`config.mk`:
```
export PLATFORM = sky130hd
export DESIGN_NAME = acc_driver
export DESIGN_NICKNAME = d
export VERILOG_FILES = /design/src/rtl/acc_pkg.sv /design/src/rtl/acc_driver.sv
export SDC_FILE = /design/constraint.sdc
export NUM_CORES = 1
export LEC_CHECK = 0
export CORE_ASPECT_RATIO = 0.5
export CORE_MARGIN = 8
export CORE_UTILIZATION = 45
export CTS_BUF_LIST = sky130_fd_sc_hd__clkbuf_8 sky130_fd_sc_hd__clkbuf_16
export CTS_CLUSTER_DIAMETER = 80
export DETAILED_ROUTE_END_ITERATION = 16
export PLACE_DENSITY = 0.74
export SLEW_MARGIN = 5
export SYNTH_ARGS = -nofsm -noshare
export SYNTH_HDL_FRONTEND = slang
export SYNTH_SLANG_ARGS = --single-unit
export TNS_END_PERCENT = 100
```
`constraint.sdc`:
```
create_clock -name clk -period 3.35 [get_ports clk]
set_input_delay 0.67 -clock clk [delete_from_list [all_inputs] [get_ports clk]]
set_output_delay 0.67 -clock clk [all_outputs]
set_load 0.03 [all_outputs]
```
`src/rtl/acc_pkg.sv`:
```
// Shared register map, control codes and FSM encoding for the hash accelerator
// master (acc_driver) and its bus slave.
package acc_pkg;

    localparam int unsigned NUM_BLK_WORDS  = 16;
    localparam int unsigned NUM_HASH_WORDS = 8;

    // Block words live at 0..15, hash words are read back from 0..7.
    localparam logic [4:0] ADDR_CTRL   = 5'd16;
    localparam logic [4:0] ADDR_STATUS = 5'd17;

    localparam logic [31:0] CTRL_START   = 32'hFFFF_FFFF;
    localparam logic [31:0] CTRL_ACK     = 32'h0F0F_0F0F;
    localparam logic [31:0] CTRL_ABORT   = 32'hFF00_00FF;
    localparam logic [31:0] STATUS_READY = 32'hFFFF_FFFF;

    typedef enum logic [2:0] {
        ST_IDLE,
        ST_LOAD,
        ST_GO,
        ST_POLL,
        ST_PWAIT,
        ST_READ,
        ST_ACK,
        ST_ABORT
    } acc_state_e;

    function automatic logic [15:0] sat_inc16(input logic [15:0] value);
        return (value == '1) ? value : value + 16'd1;
    endfunction

endpackage

```
`src/rtl/acc_driver.sv`:
```
// Bus master that loads a 512-bit block into the hash accelerator, starts it,
// polls for completion and reads back the 256-bit hash.
module acc_driver
    import acc_pkg::*;
#(
    parameter int POLL_TIMEOUT = 4096
) (
    input  logic         clk,
    input  logic         reset_n,
    input  logic         start,
    input  logic [511:0] blk,
    output logic         busy,
    output logic         hash_valid,
    output logic [255:0] hash,
    output logic         timeout_err,
    output logic         avm_chipselect,
    output logic         avm_write,
    output logic         avm_read,
    output logic [4:0]   avm_address,
    output logic [31:0]  avm_writedata,
    input  logic [31:0]  avm_readdata
);

    localparam logic [15:0] TIMEOUT_CNT = 16'(POLL_TIMEOUT);

    acc_state_e        state_q;
    acc_state_e        state_d;
    logic [3:0]        word_cnt;
    logic [15:0]       poll_cnt;
    logic [15:0][31:0] blk_q;
    logic [7:0][31:0]  hash_q;
    logic [2:0]        cap_idx;

    assign busy           = (state_q != ST_IDLE);
    assign hash           = hash_q;
    assign avm_chipselect = avm_write | avm_read;

    // Read data trails its strobe by one cycle, so the word landing now is
    // the one addressed with word_cnt-1 (word_cnt==8 wraps to index 7).
    assign cap_idx = word_cnt[2:0] - 3'd1;

    always_ff @(posedge clk or negedge reset_n) begin
        if (!reset_n) begin
            state_q <= ST_IDLE;
        end else begin
            state_q <= state_d;
        end
    end

    always_comb begin
        state_d       = state_q;
        avm_write     = 1'b0;
        avm_read      = 1'b0;
        avm_address   = '0;
        avm_writedata = '0;
        case (state_q)
            ST_IDLE: begin
                if (start) begin
                    state_d = ST_LOAD;
                end
            end
            ST_LOAD: begin
                avm_write     = 1'b1;
                avm_address   = {1'b0, word_cnt};
                avm_writedata = blk_q[word_cnt];
                if (word_cnt == 4'(NUM_BLK_WORDS - 1)) begin
                    state_d = ST_GO;
                end
            end
            ST_GO: begin
                avm_write     = 1'b1;
                avm_address   = ADDR_CTRL;
                avm_writedata = CTRL_START;
                state_d       = ST_POLL;
            end
            ST_POLL: begin
                avm_read    = 1'b1;
                avm_address = ADDR_STATUS;
                state_d     = ST_PWAIT;
            end
            ST_PWAIT: begin
                if (avm_readdata == STATUS_READY) begin
                    state_d = ST_READ;
                end else if (poll_cnt == TIMEOUT_CNT) begin
                    state_d = ST_ABORT;
                end else begin
                    state_d = ST_POLL;
                end
            end
            ST_READ: begin
                if (!word_cnt[3]) begin
                    avm_read    = 1'b1;
                    avm_address = {1'b0, word_cnt};
                end else begin
                    state_d = ST_ACK;
                end
            end
            ST_ACK: begin
                avm_write     = 1'b1;
                avm_address   = ADDR_CTRL;
                avm_writedata = CTRL_ACK;
                state_d       = ST_IDLE;
            end
            ST_ABORT: begin
                avm_write     = 1'b1;
                avm_address   = ADDR_CTRL;
                avm_writedata = CTRL_ABORT;
                state_d       = ST_IDLE;
            end
            default: begin
                state_d = ST_IDLE;
            end
        endcase
    end

    always_ff @(posedge clk or negedge reset_n) begin
        if (!reset_n) begin
            word_cnt    <= '0;
            poll_cnt    <= '0;
            blk_q       <= '0;
            hash_q      <= '0;
            hash_valid  <= 1'b0;
            timeout_err <= 1'b0;
        end else begin
            hash_valid  <= (state_q == ST_ACK);
            timeout_err <= (state_q == ST_ABORT);
            case (state_q)
                ST_IDLE: begin
                    if (start) begin
                        blk_q    <= blk;
                        word_cnt <= '0;
                    end
                end
                ST_LOAD: begin
                    word_cnt <= word_cnt + 4'd1;
                    if (state_d == ST_GO) begin
                        poll_cnt <= '0;
                    end
                end
                ST_POLL: begin
                    poll_cnt <= sat_inc16(poll_cnt);
                end
                ST_PWAIT: begin
                    word_cnt <= '0;
                end
                ST_READ: begin
                    word_cnt <= word_cnt + 4'd1;
                    if (word_cnt != 4'd0) begin
                        hash_q[cap_idx] <= avm_readdata;
                    end
                end
                default: begin
                end
            endcase
        end
    end

endmodule

```
Word-level counts from Yosys, hierarchy flattened
Cells that the tools add are included.

word-level totals
  output and inout port bits = 299
  input bits = 547
  bits in registers = 793

cells by class
  $lt $le $gt $ge = 3
  bitwise logic cells = 1
  add/subtract/negate cells = 3
  multiplexer cells = 22
  reductions and logical operators = 14
  eq/ne operators = 15

operators by type and width
  operator                                                                      count
  256-bit bitwise mux                                                           1
  32-bit binary-select mux with 4-bit select                                    1
  32-bit one-hot mux with 4 select lines                                        1
  32-bit demux with 3-bit select                                                1
  32-bit 2-to-1 mux                                                             2
  32-bit == test, second input constant                                         1
  16-bit 2-to-1 mux                                                             2
  16-bit one-hot mux with 2 select lines                                        1
  3-bit one-hot mux with 7 select lines                                         1
  5-bit one-hot mux with 4 select lines                                         1
  3-bit 2-to-1 mux                                                              6
  16-bit by 1-bit adder with 16-bit output, second input constant               1
  16-bit by 13-bit == test with 1-bit output, second input constant             1
  16-bit == test, second input constant                                         1
  3-bit == test, second input constant                                          4
  4-bit one-hot mux with 3 select lines                                         1
  3-bit by 2-bit == test with 1-bit output, second input constant               3
  2-bit inequality test, second input constant                                  3
  2-bit AND reduction                                                           3
  3-bit nonzero test                                                            2
  4-bit by 5-bit less-than comparator with 1-bit output, second input constant  1
  4-bit by 1-bit adder with 4-bit output, second input constant                 1
  4-bit == test, second input constant                                          1
  3-bit by 4-bit less-than comparator with 1-bit output, second input constant  1
  15 further kinds                                                              17

Longest topological paths before layout
  depth after elaboration = 7
  gate-level depth with buffers = 10

Worst setup path after synthesis
OpenSTA, ideal clock, no wires.

  path kind = register to output
  start point = register word_cnt[0]
  end point = output port avm_writedata[1]
  path slack = 0.696 ns
  stages on the path, launching flop included = 8
  data required time = 2.680 ns
  arrival = 1.984 ns
  path through = dfrtp_1 -> buf_2 -> buf_2 -> buf_2 -> or3_1 -> o22ai_1 -> a211oi_1 -> a21oi_1

on the way
  cells in the longest elaborated chain, start to end = 3

RTL lines
  element                                     line               text
  from (decl)                                 acc_driver.sv:28   logic [3:0] word_cnt;
  from (signal assigned)                      acc_driver.sv:135  word_cnt <= word_cnt + 4'd1;
  from (signal assigned)                      acc_driver.sv:147  word_cnt <= word_cnt + 4'd1;
  32-bit binary-select mux with 4-bit select  acc_driver.sv:65   avm_writedata = blk_q[word_cnt];
  32-bit 2-to-1 mux (not written as such)     acc_driver.sv:65
  32-bit one-hot mux with 4 select lines      acc_driver.sv:56   case (state_q)
  to (decl)                                   acc_driver.sv:20   output logic [31:0] avm_writedata,

No other way between the ends. The select of a mux whose other input is x is not followed.

Final worst setup path
  start point = register word_cnt[0]
  end point = output port avm_writedata[30]

Same word-level chain as after synthesis.

==> summary.md <==
| Metric | Value |
|---|---|
| Status | `finished with violations` |
| Failing checks | `negative setup slack` |
| Drt wl/cell | `28.2 um` |
| CTS Buf Count | `73` |
| DRC Markers | `0` |
| Post-synthesis register bit count | `793` |
| R2R depth | `10` |
| DRT Pass-1 Iters | `5` |
| H-tree levels | `3` |
| Slew HR | `0.487` |
| Hold path depth | `1` |
| First-pass GRT wire length | `169 mm` |
| Worst clock skew | `0.0260 ns` |
| Most common cell after layout, fill and taps aside | `clkdlybuf4s50_1` |
| Grt total ovfl | `0` |
| Final period util | `1.03` |
| Clk slew on worst S/H paths | `0.06 ns` |
| RSZ-0062 raised after global routing | `yes` |
| Most frequent cells in the layout | `clkdlybuf4s50_1 (807), dfrtp_1 (790), mux2_2 (709)` |
| Largest net degree at the start of global routing | `79` |
| Hold path endpoint | `blk_q[383]$_DFFE_PN0P_` |
| Final WS setup | `-0.0976 ns` |
| Fin. max-slew vios | `0` |
| Reg-to-Reg End | `hash[181]$_DFFE_PN0P_` |
| Row count | `71` |
| Peak supply drop | `0.000389 V` |
| Die ar. | `85700 sq um` |
| Reg-to-reg startpoint | `word_cnt[0]$_DFFE_PN0P_` |
| Critical Path AT | `2.78 ns` |
| TritonCTS clock tree | `built` |
| Die Ht | `211 um` |
| Final ANT Viol Nets | `0` |
| Syn nets | `2698` |
| Clock Sinks | `793` |
| Hold_sp | `blk_q[383]$_DFFE_PN0P_` |
| Clock Latency Late Sink | `0.66 ns` |
| Vias per std cell | `5.52` |
| Leak | `21.1 nW` |
| Starting density of the core | `0.455` |
| Most used cell, CP | `buf_12` |
| PD cells | `490 nW/um^2` |
| Post-DP Area | `44700 sq um` |
| Slowest stage cell on the critical path | `mux4_2` |
| Vias in the first global route | `25000` |
| GRT Resource Usage Total | `0.265` |
| Buf+Inv Stages, Crit Path | `5` |
| Crit path time final | `3.45 ns` |
| Cell count after synthesis | `2146` |
| Worst setup EP type | `output port` |
| Die X-Extent | `406 um` |
| Prevailing post-synth register cell | `dfrtp_1` |
| DP HPWL | `87.3 mm` |
| F_max | `290 MHz` |
| Worst setup SP type | `flip-flop` |
| Via count | `23000` |
| Fraction of layout cells with a size suffix above 1 | `0.382` |
| Post-Layout Inst Area | `48100 sq um` |
| Distinct cells, synth | `57` |
| Least-Margin Pin Slew | `0.769 ns` |
| Async SR Flop Fraction | `1.00` |
| Clk buf depth | `3` |
| Critical Path Fanout Max | `8` |
| Critical Path RT | `2.68 ns` |
| Drt initial violations | `1501` |
| Worst R2R Setup Slack | `0.34 ns` |
| Critical path, cell by cell | `buf_12 > buf_12 > buf_12 > buf_6 > mux4_2 > mux2i_4 > o211ai_1 > clkbuf_16` |
| Yosys Warn Count | `0` |
| Fillers | `5597` |
| Core area | `75200 sq um` |
| Port Buffers | `845` |
| Setup TNS | `-0.783 ns` |
| Netlist Area Pre-Place | `34200 sq um` |
| P&R area growth vs syn | `40.4%` |
| Final Hold Fails | `0` |
| Post-synthesis sequential area ratio | `0.580` |
| Tightest Hold Check Type | `reg -> reg` |
| EDFF count, synth | `0` |
| CP top delay family | `buffers and inverters` |
| Nets | `3628` |
| Critical Setup Path Class | `reg -> out` |
| WL final | `118 mm` |
| Power consumption | `23.5 mW` |
| IO Pins | `846` |
| Initial antenna violation count | `17` |
| Mean Syn Cell Area | `15.9 sq um` |
| Placer Congestion | `0.877` |
| Crit path largest cell delay | `0.52 ns` |
| Max Cap Viol | `0` |
| Setup-failing EPs final | `19` |
| Root Buffer | `clkbuf_16` |
## through the flow
stage | worst slack [ns] | cells | hold WS (ns) | util
floorplan | 0.696 | 2146 | 0.374 | -
global placement | 0.213 | 3981 | 0.465 | 0.594
detailed placement | 0.222 | 3981 | 0.470 | 0.594
CTS | -0.119 | 4141 | 0.490 | 0.634
global route | -0.168 | 4170 | 0.507 | 0.639
finish | -0.0976 | 4170 | 0.482 | 0.639
## kinds of logic (layout without fill, tap and decap cells)
group / count (synthesis) / after routing / synth area share
compound gates: 120 / 120 / 0.0244
other cells: 0 / 16 / 0
flops: 793 / 793 / 0.580
xor+xnor: 2 / 2 / 0.000512
mux: 942 / 942 / 0.345
buf+inv: 151 / 1137 / 0.0246
fa+ha+maj: 5 / 5 / 0.00183
simple gates: 133 / 133 / 0.0235
## worst max path at each step
stage / endpoint / slack, ns / from / cells past startpoint
floorplan: avm_writedata[1] / 0.70 / word_cnt[0]$_DFFE_PN0P_ / 7
global placement: avm_writedata[2] / 0.21 / word_cnt[0]$_DFFE_PN0P_ / 6
detailed placement: avm_writedata[22] / 0.22 / word_cnt[0]$_DFFE_PN0P_ / 5
CTS: avm_writedata[8] / -0.12 / word_cnt[0]$_DFFE_PN0P_ / 7
global route: avm_writedata[14] / -0.17 / word_cnt[0]$_DFFE_PN0P_ / 8
finish: avm_writedata[30] / -0.1 / word_cnt[0]$_DFFE_PN0P_ / 8
## layout make-up
cell class	instances	area, sq um	area share
diodes	16	40.0	0.000833
clock buffers	90	2070	0.0431
clock inverters	41	339	0.00705
inverters	11	41.3	0.000859
multi-input cells	1202	13900	0.289
flip-flops and latches	793	19900	0.413
well taps	1022	1280	0.0266
repair buffers	995	10600	0.220
## power breakdown
group	total, mW	switching, mW	internal, mW
logic	4.22	1.89	2.33
registers	10.8	0.451	10.3
clock network	8.55	3.84	4.72
total	23.5	6.18	17.4
## routing by layer
layer,vias up,wire length [um],GRT usage
li1,9875,-,-
met5,-,0,0
met1,12200,42500,0.297
met3,265,5260,0.0493
met2,677,64000,0.489
met4,0,5800,0.126
## synthesized netlist by cell type (all sizes together), types with 11 or more instances
cell / number / area share
dfrtp: 793 / 0.58
mux2: 772 / 0.25
buf: 117 / 0.021
mux4: 114 / 0.075
mux2i: 56 / 0.016
a22oi: 31 / 0.0068
nand2: 24 / 0.0026
o211ai: 24 / 0.0053
clkbuf: 23 / 0.0025
a21oi: 16 / 0.0023
nand4: 15 / 0.0031
nand3: 14 / 0.0020
nor3: 14 / 0.0026
o21ai: 14 / 0.0020
nor2: 12 / 0.0014
inv: 11 / 0.0012
nand2b: 11 / 0.0020
## flip-flops by register name, summed over array words and instances, names as in the netlist
register,flops
blk_q,512
hash,256
hash_valid,1
poll_cnt,16
state_q,3
timeout_err,1
word_cnt,4
## what timing repair did
item | 4_1_cts | 5_1_grt
hold buffers | 1 | 0
gates resized for setup | 61 | 65
gates cloned | 2 | 1
pin swaps | 20 | 27
setup buffers | 26 | 14
setup endpoints to repair | 35 | 34
endpoints found under the hold margin | 47 | 0
Power figures use the tool's default switching activity.
